==> src/rtl/shift_sequencer_if.sv <==
// Request/response bundle between the ALU issue logic and the iterative shift unit.
// The master drives requests and accepts results; the slave is the shift unit.
interface shift_sequencer_if #(
    parameter int WIDTH = 32
);
    logic             in_valid;
    logic             in_ready;
    logic [1:0]       op;
    logic [WIDTH-1:0] a;
    logic [WIDTH-1:0] b;
    logic [4:0]       shamt;
    logic             amt_sel;
    logic             out_valid;
    logic             out_ready;
    logic [WIDTH-1:0] result;
    logic             busy;

    modport master (
        output in_valid, op, a, b, shamt, amt_sel, out_ready,
        input  in_ready, out_valid, result, busy
    );

    modport slave (
        input  in_valid, op, a, b, shamt, amt_sel, out_ready,
        output in_ready, out_valid, result, busy
    );
endinterface

==> src/rtl/shift_sequencer.sv <==
// Iterative SLL/SRL/SRA/ROR unit that moves at most STEP bit positions per cycle.
// This replaces a full barrel shifter; the result is handed off on a valid/ready pair.
module shift_sequencer #(
    parameter int WIDTH = 32,
    parameter int STEP  = 4
) (
    input  logic               clk,
    input  logic               rst,
    shift_sequencer_if.slave   bus
);
    typedef enum logic [1:0] {
        IDLE  = 2'd0,
        SHIFT = 2'd1,
        DONE  = 2'd2
    } state_t;

    localparam logic [4:0] STEP_L = 5'(STEP);

    state_t           state, state_n;
    logic [1:0]       op_q;
    logic [WIDTH-1:0] acc;
    logic [WIDTH-1:0] shifted;
    logic [4:0]       rem;
    logic [4:0]       k;
    logic [4:0]       rem_next;
    logic [4:0]       amt;
    logic             unused_b_hi;

    // Only the low five bits of the register operand form the amount.
    assign unused_b_hi = ^bus.b[WIDTH-1:5];
    assign amt         = bus.amt_sel ? bus.b[4:0] : bus.shamt;
    assign k           = (rem < STEP_L) ? rem : STEP_L;
    assign rem_next    = rem - k;

    always_comb begin
        shifted = acc;
        unique case (op_q)
            2'b00: shifted = acc << k;
            2'b01: shifted = acc >> k;
            2'b10: shifted = $signed(acc) >>> k;
            2'b11: shifted = (acc >> k) | (acc << (6'(WIDTH) - {1'b0, k}));
        endcase
    end

    always_ff @(posedge clk) begin
        if (rst) begin
            state <= IDLE;
        end else begin
            state <= state_n;
        end
    end

    always_comb begin
        state_n = state;
        unique case (state)
            IDLE:    if (bus.in_valid) state_n = (amt != 5'd0) ? SHIFT : DONE;
            SHIFT:   if (rem_next == 5'd0) state_n = DONE;
            DONE:    if (bus.out_ready) state_n = IDLE;
            default: state_n = IDLE;
        endcase
    end

    // Operands are captured only on the accept edge; acc doubles as the result register.
    always_ff @(posedge clk) begin
        if (rst) begin
            op_q <= 2'b00;
            acc  <= '0;
            rem  <= 5'd0;
        end else begin
            unique case (state)
                IDLE: begin
                    if (bus.in_valid) begin
                        op_q <= bus.op;
                        acc  <= bus.a;
                        rem  <= amt;
                    end
                end
                SHIFT: begin
                    acc <= shifted;
                    rem <= rem_next;
                end
                default: ;
            endcase
        end
    end

    assign bus.in_ready  = (state == IDLE);
    assign bus.out_valid = (state == DONE);
    assign bus.busy      = (state != IDLE);
    assign bus.result    = acc;
endmodule

==> src/flat_wrapper.sv <==
// flat-port wrapper written by rule: the top's interface ports become plain ports
module shift_sequencer_flat 
#(
    parameter int WIDTH = 32,
    parameter int STEP  = 4
)
  (clk, rst, bus_in_valid, bus_op, bus_a, bus_b, bus_shamt, bus_amt_sel, bus_out_ready, bus_in_ready, bus_out_valid, bus_result, bus_busy);
  shift_sequencer_if #(.WIDTH(WIDTH)) bus_i ();
  input  logic clk;
  input  logic rst;
  input wire logic [$bits(bus_i.in_valid)-1:0] bus_in_valid;
  input wire logic [$bits(bus_i.op)-1:0] bus_op;
  input wire logic [$bits(bus_i.a)-1:0] bus_a;
  input wire logic [$bits(bus_i.b)-1:0] bus_b;
  input wire logic [$bits(bus_i.shamt)-1:0] bus_shamt;
  input wire logic [$bits(bus_i.amt_sel)-1:0] bus_amt_sel;
  input wire logic [$bits(bus_i.out_ready)-1:0] bus_out_ready;
  output wire logic [$bits(bus_i.in_ready)-1:0] bus_in_ready;
  output wire logic [$bits(bus_i.out_valid)-1:0] bus_out_valid;
  output wire logic [$bits(bus_i.result)-1:0] bus_result;
  output wire logic [$bits(bus_i.busy)-1:0] bus_busy;
  assign bus_i.in_valid = bus_in_valid;
  assign bus_i.op = bus_op;
  assign bus_i.a = bus_a;
  assign bus_i.b = bus_b;
  assign bus_i.shamt = bus_shamt;
  assign bus_i.amt_sel = bus_amt_sel;
  assign bus_i.out_ready = bus_out_ready;
  assign bus_in_ready = bus_i.in_ready;
  assign bus_out_valid = bus_i.out_valid;
  assign bus_result = bus_i.result;
  assign bus_busy = bus_i.busy;
  shift_sequencer #(.WIDTH(WIDTH), .STEP(STEP)) u_core (.clk(clk), .rst(rst), .bus(bus_i));
endmodule
==> config.mk <==
export PLATFORM = sky130hd
export DESIGN_NAME = shift_sequencer_flat
export DESIGN_NICKNAME = d
export VERILOG_FILES = /design/src/rtl/shift_sequencer_if.sv /design/src/rtl/shift_sequencer.sv /design/src/flat_wrapper.sv
export SDC_FILE = /design/constraint.sdc
export NUM_CORES = 1
export LEC_CHECK = 0
export BUFFER_PORTS_ARGS = -buffer_cell sky130_fd_sc_hd__buf_2
export CAP_MARGIN = 20
export CORE_ASPECT_RATIO = 0.7
export CORE_MARGIN = 10
export CORE_UTILIZATION = 61
export CTS_BUF_LIST = sky130_fd_sc_hd__clkbuf_16
export CTS_CLUSTER_SIZE = 10
export DETAILED_ROUTE_END_ITERATION = 6
export HOLD_SLACK_MARGIN = 0.08
export PLACE_DENSITY = 0.88
export SYNTH_ARGS = -nofsm -noshare
export SYNTH_HDL_FRONTEND = slang
export SYNTH_SLANG_ARGS = --single-unit
==> constraint.sdc <==
create_clock -name clk -period 9.2 [get_ports clk]
set_clock_uncertainty 0.15 [all_clocks]
set_input_delay 0.46 -clock clk [delete_from_list [all_inputs] [get_ports clk]]
set_output_delay 0.46 -clock clk [all_outputs]
set_load 0.005 [all_outputs]
# Word-level counts from Yosys, hierarchy flattened
# Index checks and enable logic that the tools add are counted.
# totals
ff_bits	41
in_bits	76
out_inout_bits	35
wordCells	41
# classes
addsub	2
magnitude_cmp	1
n_eq_ne	8
shifts	4
muxes	12
n_bitwise	1
reduce_logical	9
# op_table
operator	count
$pmux W32 S4	1
$pmux W32 S2	1
$mux W32	1
$or A32 B32 Y32	1
$shl A32 B5 Y32	1
$shl A32 B6 Y32	1
$shr A32 B5 Y32	1
$sshr A32 B5 Y32	1
$mux W5	3
$pmux W5 S2	1
$mux W2	4
$eq A2 B2 Y1 const B	3
$pmux W2 S3	1
$sub A6 B5 Y6 const A	1
$logic_not A5 Y1	1
$lt A5 B3 Y1 const B	1
$reduce_bool A5 Y1	1
$sub A5 B5 Y5	1
$eq A2 B1 Y1 const B	2
$logic_not A2 Y1	2
$ne A2 B2 Y1 const B	2
$reduce_and A2 Y1	2
$reduce_bool A2 Y1	2
$reduce_and A3 Y1	1
$ne A2 B1 Y1 const B	1

# Logic depth before layout (Yosys ltp)
# Gate-level depths: netlist of the first run.
# logic_depth
word_depth	7
mapped_depth	14
ltp_nobuf	10

# Least setup slack after synthesis of the first run
# OpenSTA, ideal clock, no wires.
# synth_path
kind	register to register
startpoint	reg u_core.rem[4]
endpoint	reg u_core.acc[15] (netlist: u_core.bus.result[15])
setup_time_ns	0.058
arrival_time_ns	3.165
required_ns	8.992
path_slack_ns	5.827
path_stages_with_launch	15
n_path_buf	4
synth_period_minus_slack_ns	3.373
cell_sequence	dfxtp_1 > buf_2 > or3_4 > nor2_8 > inv_2 > clkbuf_1 > ha_1 > clkbuf_1 > or4b_1 > clkbuf_1 > nor3_2 > nand2_1 > o22a_1 > a31oi_1 > a211o_1
# synth_via
elab_chain_len	7
elab_cells_between_ends	10
classes_between	add/sub: 1; order compare: 1; shift: 4; mux: 3; bitwise: 1
# synth_rtl
element	line	source
from (decl)	shift_sequencer.sv:23	logic [4:0] rem;
from (signal assigned)	shift_sequencer.sv:75	rem <= amt;
from (signal assigned)	shift_sequencer.sv:80	rem <= rem_next;
$lt A5 B3 Y1	shift_sequencer.sv:32	assign k = (rem < STEP_L) ? rem : STEP_L;
$mux W5 *	shift_sequencer.sv:32	
$sub A6 B5 Y6	shift_sequencer.sv:41	2'b11: shifted = (acc >> k) | (acc << (6'(WIDTH) - {1'b0, k}));
$shl A32 B6 Y32	shift_sequencer.sv:41	
$or A32 B32 Y32	shift_sequencer.sv:41	
$pmux W32 S4 *	shift_sequencer.sv:37	unique case (op_q)
$pmux W32 S2 *	shift_sequencer.sv:70	unique case (state)
to (signal assigned)	shift_sequencer.sv:74	acc <= bus.a;
to (signal assigned)	shift_sequencer.sv:79	acc <= shifted;
to (decl)	shift_sequencer.sv:21	logic [WIDTH-1:0] acc;
# Every way passes the cells marked *; elsewhere a longest branch is shown, timed or not.
# A chain may end at the register's enable or synchronous reset.

# Worst setup path after layout of the first run
# layout_path
startpoint	reg u_core.rem[1]
endpoint	reg u_core.acc[31] (netlist: u_core.bus.result[31])
# The elaborated chain is that of the path after synthesis.

==> impl_metrics.yaml, run 1 <==
clock_tree:
  cts.reportedPaths.clkPinSlew_ns: 0.06
  cts_resized: 0
  clockBufferDepth: 2
  cts_sinks: 41
  cts_root_buffer: "clkbuf_16"
  cts-htree-levels: 2
  cts_tree: "yes"
  postCtsSetupBuffers: 0
  ctsHoldBuffers: 0
  cts_buffers: 5
  worstSkewPairLatency_ns: 0.30
pwr:
  p_per_area_nw_per_um2: 217
  p_leak_uw: 0.00229
  vdd_drop_max_mv: 0.135
synthesis:
  ys_ff_latch: 41
  synth_compound_area_frac: 0.316
  synth.distinct_cells: 75
  synthArstFlopShare: 0
  yosysWarnings: 0
  synth_common_cells: "107 x nand2_1, 69 x clkbuf_1, 65 x a21oi_1, 59 x nor2_1, 48 x o21ai_0"
  muxShareOfSynthArea: 0.217
  synth-xor-area-share: 0.00168
  postSynthAreaPerCell_um2: 7.18
  synthAdderAreaFrac: 0.00480
  syn_nets: 804
  netlist.area_leader.share: 0.157
  synthTopCellsByArea: "dfxtp_1 16%, mux4_2 9.1%, mux2i_1 8.1%"
  yosysSeqAreaShare: 0.157
  syn_inst: 726
  synthMostInstantiatedCell: "nand2_1"
  synth-simple-area-share: 0.222
  synth_top_family_by_area: "compound AO/OA/AOI/OAI gates"
  synth_top_flop_cell: "dfxtp_1"
  syn_area_um2: 5220
  synth_top_area_cell: "dfxtp_1"
  synth_edf_count: 0
timing:
  rsz0062_at_grt: "false"
  worst_slew_pin_slew_ns: 1.11
  fin_setup_tns_ns: 0
  maxSlewViolCount: 0
  fin_crit_sh: 0.564
  fmax_mhz: 193
  finalCriticalPeriod_ns: 5.19
  maxSlewHeadroom: 0.263
  hold_viol: 0
  setup_violations: 0
floorplan:
  die_height_um: 97.4
  die_w_um: 131
  rows: 28
  ios: 111
  core-area_um2: 8410
  initial_core_util: 0.620
  dieArea_um2: 12700
worst_setup_path:
  path_cells: "buf_4 -> inv_1 -> buf_4 -> nor2_8 -> inv_2 -> ha_1 -> or4b_1 -> nor3_2 -> buf_4 -> nand2_1 -> o221ai_1 -> a21oi_1 -> o22ai_1"
  crit_family: "buffers and inverters"
  arrival_ns: 5.26
  path_buf_inv: 5
  cpMostUsedCell: "buf_4"
  cp_slowest_cell: "or4b_1"
  cp_max_fo: 56
  cp.required_ns: 9.27
  cpPeakStageDelay_ns: 0.67
  criticalPathCategory: "reg -> reg"
  startpoint_type: "register"
  end_kind: "register"
cells_and_area:
  area_growth_pct: 7.96
  diodes: 0
  fin_nets: 817
  drive_gt1_frac: 0.210
  fillers: 781
  final_util: 0.670
  finalNonFillerCells: 844
routing:
  drt-initial-drc-count: 1157
  via_count: 6379
  wl_per_cell_um: 25.6
  first_pass_iters: 7
  ant_nets: 0
  wirelength_um: 21600
  via_per_inst: 7.56
  remaining_drc_errors: 1
placement:
  portBuffers: 83
  place_congestion: 1.02
  dp_hpwl_um: 14600
  dp_cells: 837
global_route:
  grt-ovfl-total: 0
  grt_start_max_net_pins: 58
  grt_pass1_wl_um: 33300
  grtUsageMet2: 0.440
  grt-busiest-layer: "met1"
  met1_usage: 0.455
  antenna_found_initial: 0
  grt_use_total: 0.326
  met3_usage: 0.136
  grt_pass1_vias: 5916
hold_path:
  min_path_type: "in -> reg"
run_status:
  violations: "DRC"
  run_status: "finished, violations left"
job:
  max_cap_viol_count: 0
-- worst paths after layout --
check,from,to,slack [ns],cells after the start
worst max-delay path,u_core.rem[1],u_core.bus.result[31],4.01,13
worst min-delay path,bus_op[0],u_core.op_q[0],0.26,3
worst max register to register,u_core.rem[1],u_core.bus.result[31],4.01,13
worst min register to register,u_core.bus.result[23],u_core.bus.result[23],0.48,2
-- per-layer routing --
metal / wire length, µm / vias to the layer above
met5: 0 / -
met4: 725 / 0
met3: 3900 / 91
met2: 8500 / 614
met1: 8460 / 2918
li1: - / 2756
-- sequential cells by signal, summed over array words and instances (netlist names) --
name / cells
u_core.bus.result: 32
u_core.rem: 5
u_core.op_q: 2
u_core.state: 2
-- worst reg2reg max path: cells and delay by family, from the launching register on --
kind                       cells  cell delay (ns)
AOI/OAI and AO/OA              3             0.66
adders and majority gates      1             0.47
buffers and inverters          5             1.87
DFF                            1             0.31
and+or+nand+nor                4             1.64
-- where the power goes --
group,leakage (µW),switching (µW),internal (µW)
logic,0.00189,435,274
clock network,0.0000633,82.2,98.5
registers,0.000340,121,213
total,0.00229,639,585
-- logic make-up after synthesis --
family,Yosys count
XOR/XNOR,1
AND/OR/NAND/NOR,251
adder cells (fa/ha/maj),2
AO/OA/AOI/OAI,250
flip-flops,41
multiplexers,80
other,1
buffers and inverters,100
-- area by class of cell --
cell class                      count  area (µm²)  area share
Multi-Input combinational cell    585        3990       0.708
Sequential cell                    41         823       0.146
Timing Repair Buffer               96         513      0.0911
Tap cell                          105         131      0.0233
Clock buffer                        5         125      0.0222
Inverter                           10        40.0     0.00711
Clock inverter                      2        11.3     0.00200
-- stage by stage --
step / instance area [µm²] / total power (µW) / setup WS (ns) / hold WS, ns
after floorplan: 5220 / 788 / 5.83 / 0.380
after global placement: 5500 / 992 / 4.29 / 0.443
after detailed placement: 5500 / 1000 / 4.27 / 0.467
after CTS: 5630 / 1180 / 4.25 / 0.258
after global routing: 5630 / 1270 / 3.92 / 0.297
final: 5630 / 1220 / 4.01 / 0.255
-- layout by cell type (no fill, tap or decap), drive strengths merged, types with 5 or more instances in the layout --
cell type	synthesis	layout
clkbuf	70	5
nand2	107	107
nor2	61	61
nor2b	12	12
nand3	22	22
a311oi	6	6
o21ai	50	50
o221ai	8	8
a211o	6	6
nor3	16	16
dfxtp	41	41
buf	20	96
o211ai	15	15
a31oi	19	19
a211oi	16	16
and2	5	5
inv	10	10
o22ai	8	8
a21oi	65	65
a2111oi	6	6
mux4	24	24
a22oi	9	9
mux2	14	14
or3	8	8
mux2i	42	42
Power figures use the tool's default switching activity.
==> inputs of run 2 (changes only) <==
Settings changed: CORE_UTILIZATION 61 to 51, PLACE_DENSITY 0.88 to 0.78.
Clock period 9.2 ns to 4.45 ns, I/O delays scaled along.
==> impl_metrics.yaml, run 2 (synthesized netlist as in run 1, its figures left out) <==
floorplan:
  rows: 30
  core-area_um2: 9830
  initial_core_util: 0.530
  dieArea_um2: 14700
  ios: 111
  die_height_um: 105
  die_w_um: 141
timing:
  finalCriticalPeriod_ns: 3.65
  fin_crit_sh: 0.821
  fmax_mhz: 274
  worst_slew_pin_slew_ns: 0.895
  maxSlewHeadroom: 0.403
  timing.hold.ws_ns: 0.0967
  hold_viol: 0
  fin_setup_tns_ns: 0
  maxSlewViolCount: 0
  rsz0062_at_grt: "false"
  setup_violations: 0
global_route:
  grt_pass1_wl_um: 34600
  grt_use_total: 0.290
  grt-ovfl-total: 0
  grt-busiest-layer: "met1"
  grtUsageMet2: 0.396
  antenna_found_initial: 0
  grt_pass1_vias: 5872
  grt_start_max_net_pins: 57
  met1_usage: 0.404
  met3_usage: 0.116
worst_setup_path:
  path_cells: "or3_4 -> nor2_8 -> inv_2 -> ha_1 -> xnor2_1 -> mux2i_1 -> mux2_2 -> a211oi_1 -> a2111oi_0"
  cp_slowest_cell: "xnor2_1"
  startpoint_type: "register"
  criticalPathCategory: "reg -> reg"
  cp_max_fo: 11
  r2r_slack_ns: 0.80
  cpPeakStageDelay_ns: 0.68
  reg2reg_depth: 9
  end_kind: "register"
  r2r-start: "u_core.rem[4]"
  cp-startpoint: "u_core.rem[4]"
  cp.required_ns: 4.47
  arrival_ns: 3.68
  reg2reg_to: "u_core.bus.result[14]"
clock_tree:
  cts_buffers: 5
  worstSkewPairLatency_ns: 0.29
  cts_tree: "yes"
  cts_sinks: 41
  cts_resized: 0
  clockBufferDepth: 2
  cts_root_buffer: "clkbuf_16"
  cts-htree-levels: 2
  postCtsSetupBuffers: 0
  cts.reportedPaths.clkPinSlew_ns: 0.07
routing:
  drt-initial-drc-count: 1122
  via_count: 6366
  first_pass_iters: 7
  via_per_inst: 7.20
  wirelength_um: 22800
  wl_per_cell_um: 25.8
  remaining_drc_errors: 0
  ant_nets: 0
cells_and_area:
  layout_commonest_cell: "nand2_1"
  ff_latch_area_um2: 823
  layout_common_cells: "107 x nand2_1, 83 x buf_2, 65 x a21oi_1, 58 x nor2_1, 48 x o21ai_0"
  drive_gt1_frac: 0.218
  largest_register_ffs: 32
  fillers: 958
  final_util: 0.592
  multi_input_area_um2: 3990
  finalNonFillerCells: 884
  area_growth_pct: 11.6
  diodes: 0
  fin_nets: 833
placement:
  dp_cells: 870
  place_congestion: 1.00
  portBuffers: 83
  dp_hpwl_um: 15700
pwr:
  seq_power_share: 0.264
  clkPwrFrac: 0.167
  net-switching-power_uw: 1350
  p_leak_uw: 0.00238
  vdd_drop_max_mv: 0.269
  p_sw_frac: 0.510
  p_int_uw: 1290
  power_frac_comb: 0.569
  p_per_area_nw_per_um2: 453
hold_path:
  min_path_cells: 3
  min_path_type: "in -> reg"
  min-delay-start: "bus_a[19]"
  hold_end: "u_core.bus.result[19]"
job:
  max_cap_viol_count: 0
run_status:
  run_status: "finished clean"
run 2: routing by layer:
layer	vias up	wire length, µm
met4	0	571
li1	2773	-
met2	500	9360
met5	-	0
met1	3030	9460
met3	63	3440
run 2: worst max path at each step:
| stage | end | depth (start not counted) |
|---|---|---|
| 2_1_floorplan | u_core.bus.result[15] | 14 |
| 3_3_place_gp | u_core.bus.result[31] | 12 |
| 3_5_place_dp | u_core.bus.result[31] | 12 |
| 4_1_cts | u_core.bus.result[31] | 12 |
| 5_1_grt | u_core.bus.result[14] | 9 |
| 6_report | u_core.bus.result[14] | 9 |
run 2: stage by stage:
stage | worst slack [ns] | total power, µW | instance area, µm²
after floorplan | 1.08 | 1630 | 5220
after global placement | 0.985 | 2110 | 5600
after detailed placement | 0.954 | 2120 | 5600
after CTS | 0.936 | 2570 | 5820
after global routing | 0.600 | 2760 | 5820
final | 0.797 | 2640 | 5820
run 2: timing repair:
action | CTS | global route
endpoints found under the hold margin | 6 | 0
hold buffers | 6 | 0
endpoints found under the setup margin | 0 | 0
run 2: layout make-up:
type	count	share of cell area
Tap cell	128	0.0275
Clock inverter	3	0.00709
Inverter	10	0.00688
Multi-Input combinational cell	585	0.684
Clock buffer	5	0.0215
Sequential cell	41	0.141
Timing Repair Buffer	112	0.111
run 2: worst max-delay path, delay by kind of cell, from the launching register on:
kind / cells / cell delay (ns)
flops: 1 / 0.45
compound gates: 2 / 0.40
mux: 2 / 0.84
fa+ha+maj: 1 / 0.23
xor+xnor: 1 / 0.68
buf+inv: 1 / 0.06
simple gates: 2 / 0.71
run 2: power groups by stage:
stage                     combinational (µW)  clock (µW)  sequential (µW)
after global routing                    1600         457              701
after detailed placement                1440           0              683
after floorplan                         1120           0              506
after global placement                  1430           0              677
after CTS                               1450         441              675
final                                   1500         440              697
==> inputs of run 3 (changes only) <==
Settings changed: ABC_AREA set to 1, PLACE_DENSITY 0.78 to 0.79.
Clock period 4.45 ns to 3.1 ns, I/O delays scaled along.
==> impl_metrics.yaml, run 3 <==
clock_tree:
  cts_resized: 0
  cts.reportedPaths.clkPinSlew_ns: 0.07
  cts_tree: "yes"
  cts_buffers: 5
  worstSkewPairLatency_ns: 0.30
  cts_sinks: 41
  clockBufferDepth: 2
  cts-htree-levels: 2
  cts_root_buffer: "clkbuf_16"
global_route:
  grt_use_total: 0.243
  grt_pass1_wl_um: 30100
  grt_start_max_net_pins: 66
  grt_pass1_vias: 5904
  antenna_found_initial: 0
  grt-ovfl-total: 0
cells_and_area:
  fillers: 1012
  fin_nets: 1074
  diodes: 0
  finalNonFillerCells: 1125
  area_growth_pct: 14.3
  layout_common_cells: "297 x nand2_1, 91 x nor2_1, 83 x buf_2, 74 x inv_1, 65 x o21ai_0"
  multi_input_area_um2: 3610
  largest_register_ffs: 32
  layout_commonest_cell: "nand2_1"
  drive_gt1_frac: 0.186
  ff_latch_area_um2: 821
worst_setup_path:
  end_kind: "register"
  r2r-start: "u_core.rem[2]"
  reg2reg_depth: 17
  reg2reg_to: "u_core.bus.result[28]"
  arrival_ns: 2.78
  criticalPathCategory: "reg -> reg"
  startpoint_type: "register"
  cp.required_ns: 3.11
  crit_end: "u_core.bus.result[28]"
  cp_max_fo: 11
  r2r_slack_ns: 0.33
  cp-startpoint: "u_core.rem[2]"
synthesis:
  synth_top_area_cell: "nand2_1"
  synth_common_cells: "297 x nand2_1, 91 x nor2_1, 74 x inv_1, 65 x o21ai_0, 59 x a21oi_1"
  synth-simple-area-share: 0.410
  syn_area_um2: 5100
  synth.distinct_cells: 51
  syn_nets: 1002
  syn_inst: 924
  postSynthAreaPerCell_um2: 5.52
  synth_top_family_by_area: "simple AND/OR/NAND/NOR gates"
  yosysSeqAreaShare: 0.161
  synth_top_flop_cell: "dfxtp_1"
  muxShareOfSynthArea: 0.0147
  synthArstFlopShare: 0
  synth_compound_area_frac: 0.275
  netlist.area_leader.share: 0.218
  ys_ff_latch: 41
  yosysWarnings: 0
  synth-xor-area-share: 0.00172
  synth_edf_count: 0
  synthMostInstantiatedCell: "nand2_1"
  synthAdderAreaFrac: 0.00490
  synthTopCellsByArea: "nand2_1 22%, dfxtp_1 16%, nor2_1 6.7%"
floorplan:
  die_height_um: 104
  dieArea_um2: 14500
  rows: 30
  ios: 111
  initial_core_util: 0.525
  core-area_um2: 9720
  die_w_um: 140
routing:
  drt-initial-drc-count: 1039
  remaining_drc_errors: 0
  met1_length_um: 8600
  dr_wl_met2_um: 7600
  via_count: 6576
  wl_per_cell_um: 16.9
  via_per_inst: 5.85
  wirelength_um: 19000
  first_pass_iters: 6
  dr.max_layer_used: "met4"
  route.met3.wl_um: 2310
  ant_nets: 0
timing:
  fin_setup_tns_ns: 0
  worst_slew_pin_slew_ns: 1.02
  setup_violations: 0
  fmax_mhz: 361
  hold_viol: 0
  layout_setup_ws_ns: 0.328
  maxSlewHeadroom: 0.321
  fin_crit_sh: 0.894
  finalCriticalPeriod_ns: 2.77
  maxSlewViolCount: 0
  rsz0062_at_grt: "false"
hold_path:
  min_path_type: "in -> reg"
  min-delay-start: "bus_a[20]"
placement:
  dp_cells: 1102
  dp_slack_ns: 0.322
  portBuffers: 83
  dp_hpwl_um: 14000
  place_congestion: 1.03
run_status:
  run_status: "finished clean"
job:
  max_cap_viol_count: 0
## run 3: metal layers
metal,vias to the layer above,global-route usage
met4,0,0.0706
met5,-,0
li1,3212,-
met2,419,0.349
met1,2903,0.345
met3,42,0.0611
## run 3: stage by stage
stage	hold slack [ns]	instance area [µm²]	utilization
2_1_floorplan	0.198	5100	-
3_3_place_gp	0.292	5530	0.568
3_5_place_dp	0.296	5530	0.568
4_1_cts	0.0814	5810	0.598
5_1_grt	0.115	5840	0.600
6_report	0.0732	5840	0.600
## run 3: how the worst min path moves through the flow
stage	end	slack (ns)	depth (start not counted)
final	u_core.bus.result[20]	0.07	5
after floorplan	u_core.op_q[1]	0.20	2
after global placement	u_core.op_q[0]	0.29	3
after detailed placement	u_core.op_q[0]	0.30	3
after global routing	u_core.bus.result[27]	0.12	5
after CTS	u_core.bus.result[21]	0.08	5
## run 3: what timing repair did
item                                    4_1_cts  5_1_grt
setup buffers                                 0        3
hold buffers                                 12        0
endpoints found under the setup margin        0        1
hold endpoints to repair                     12        0
## run 3: logic make-up (layout without fill, tap and decap cells)
| kind of cell | Yosys count | count (layout) |
|---|---|---|
| compound gates | 240 | 240 |
| xor+xnor | 1 | 1 |
| fa+ha+maj | 2 | 2 |
| buf+inv | 148 | 221 |
| flops | 41 | 41 |
| mux | 7 | 7 |
| other cells | 1 | 1 |
| simple gates | 484 | 484 |
## run 3: worst max-delay path, stage by stage (launching register included)
cell     delay [ns]
dfxtp_1        0.33
inv_2          0.18
nand2_4        0.11
nor2_4         0.10
inv_2          0.04
ha_1           0.30
inv_1          0.33
nand3_1        0.21
nand3_1        0.16
nand3_2        0.07
nand2_1        0.13
nand2_1        0.08
nand2_1        0.07
nand2_1        0.05
nand2_1        0.06
nand3_1        0.10
nand2_1        0.09
a21oi_2        0.05
## run 3: layout make-up
cell class                 instances  share of cell area
clock inverter                     3             0.00708
multi-input combinational        735               0.618
tap                              128              0.0274
inverter                          92              0.0600
sequential                        41               0.141
timing repair buffer             121               0.125
clock buffer                       5              0.0214
Power of run 3 is not shown: default switching activity piles up to over one toggle a cycle in this logic, so the estimate is an artifact.
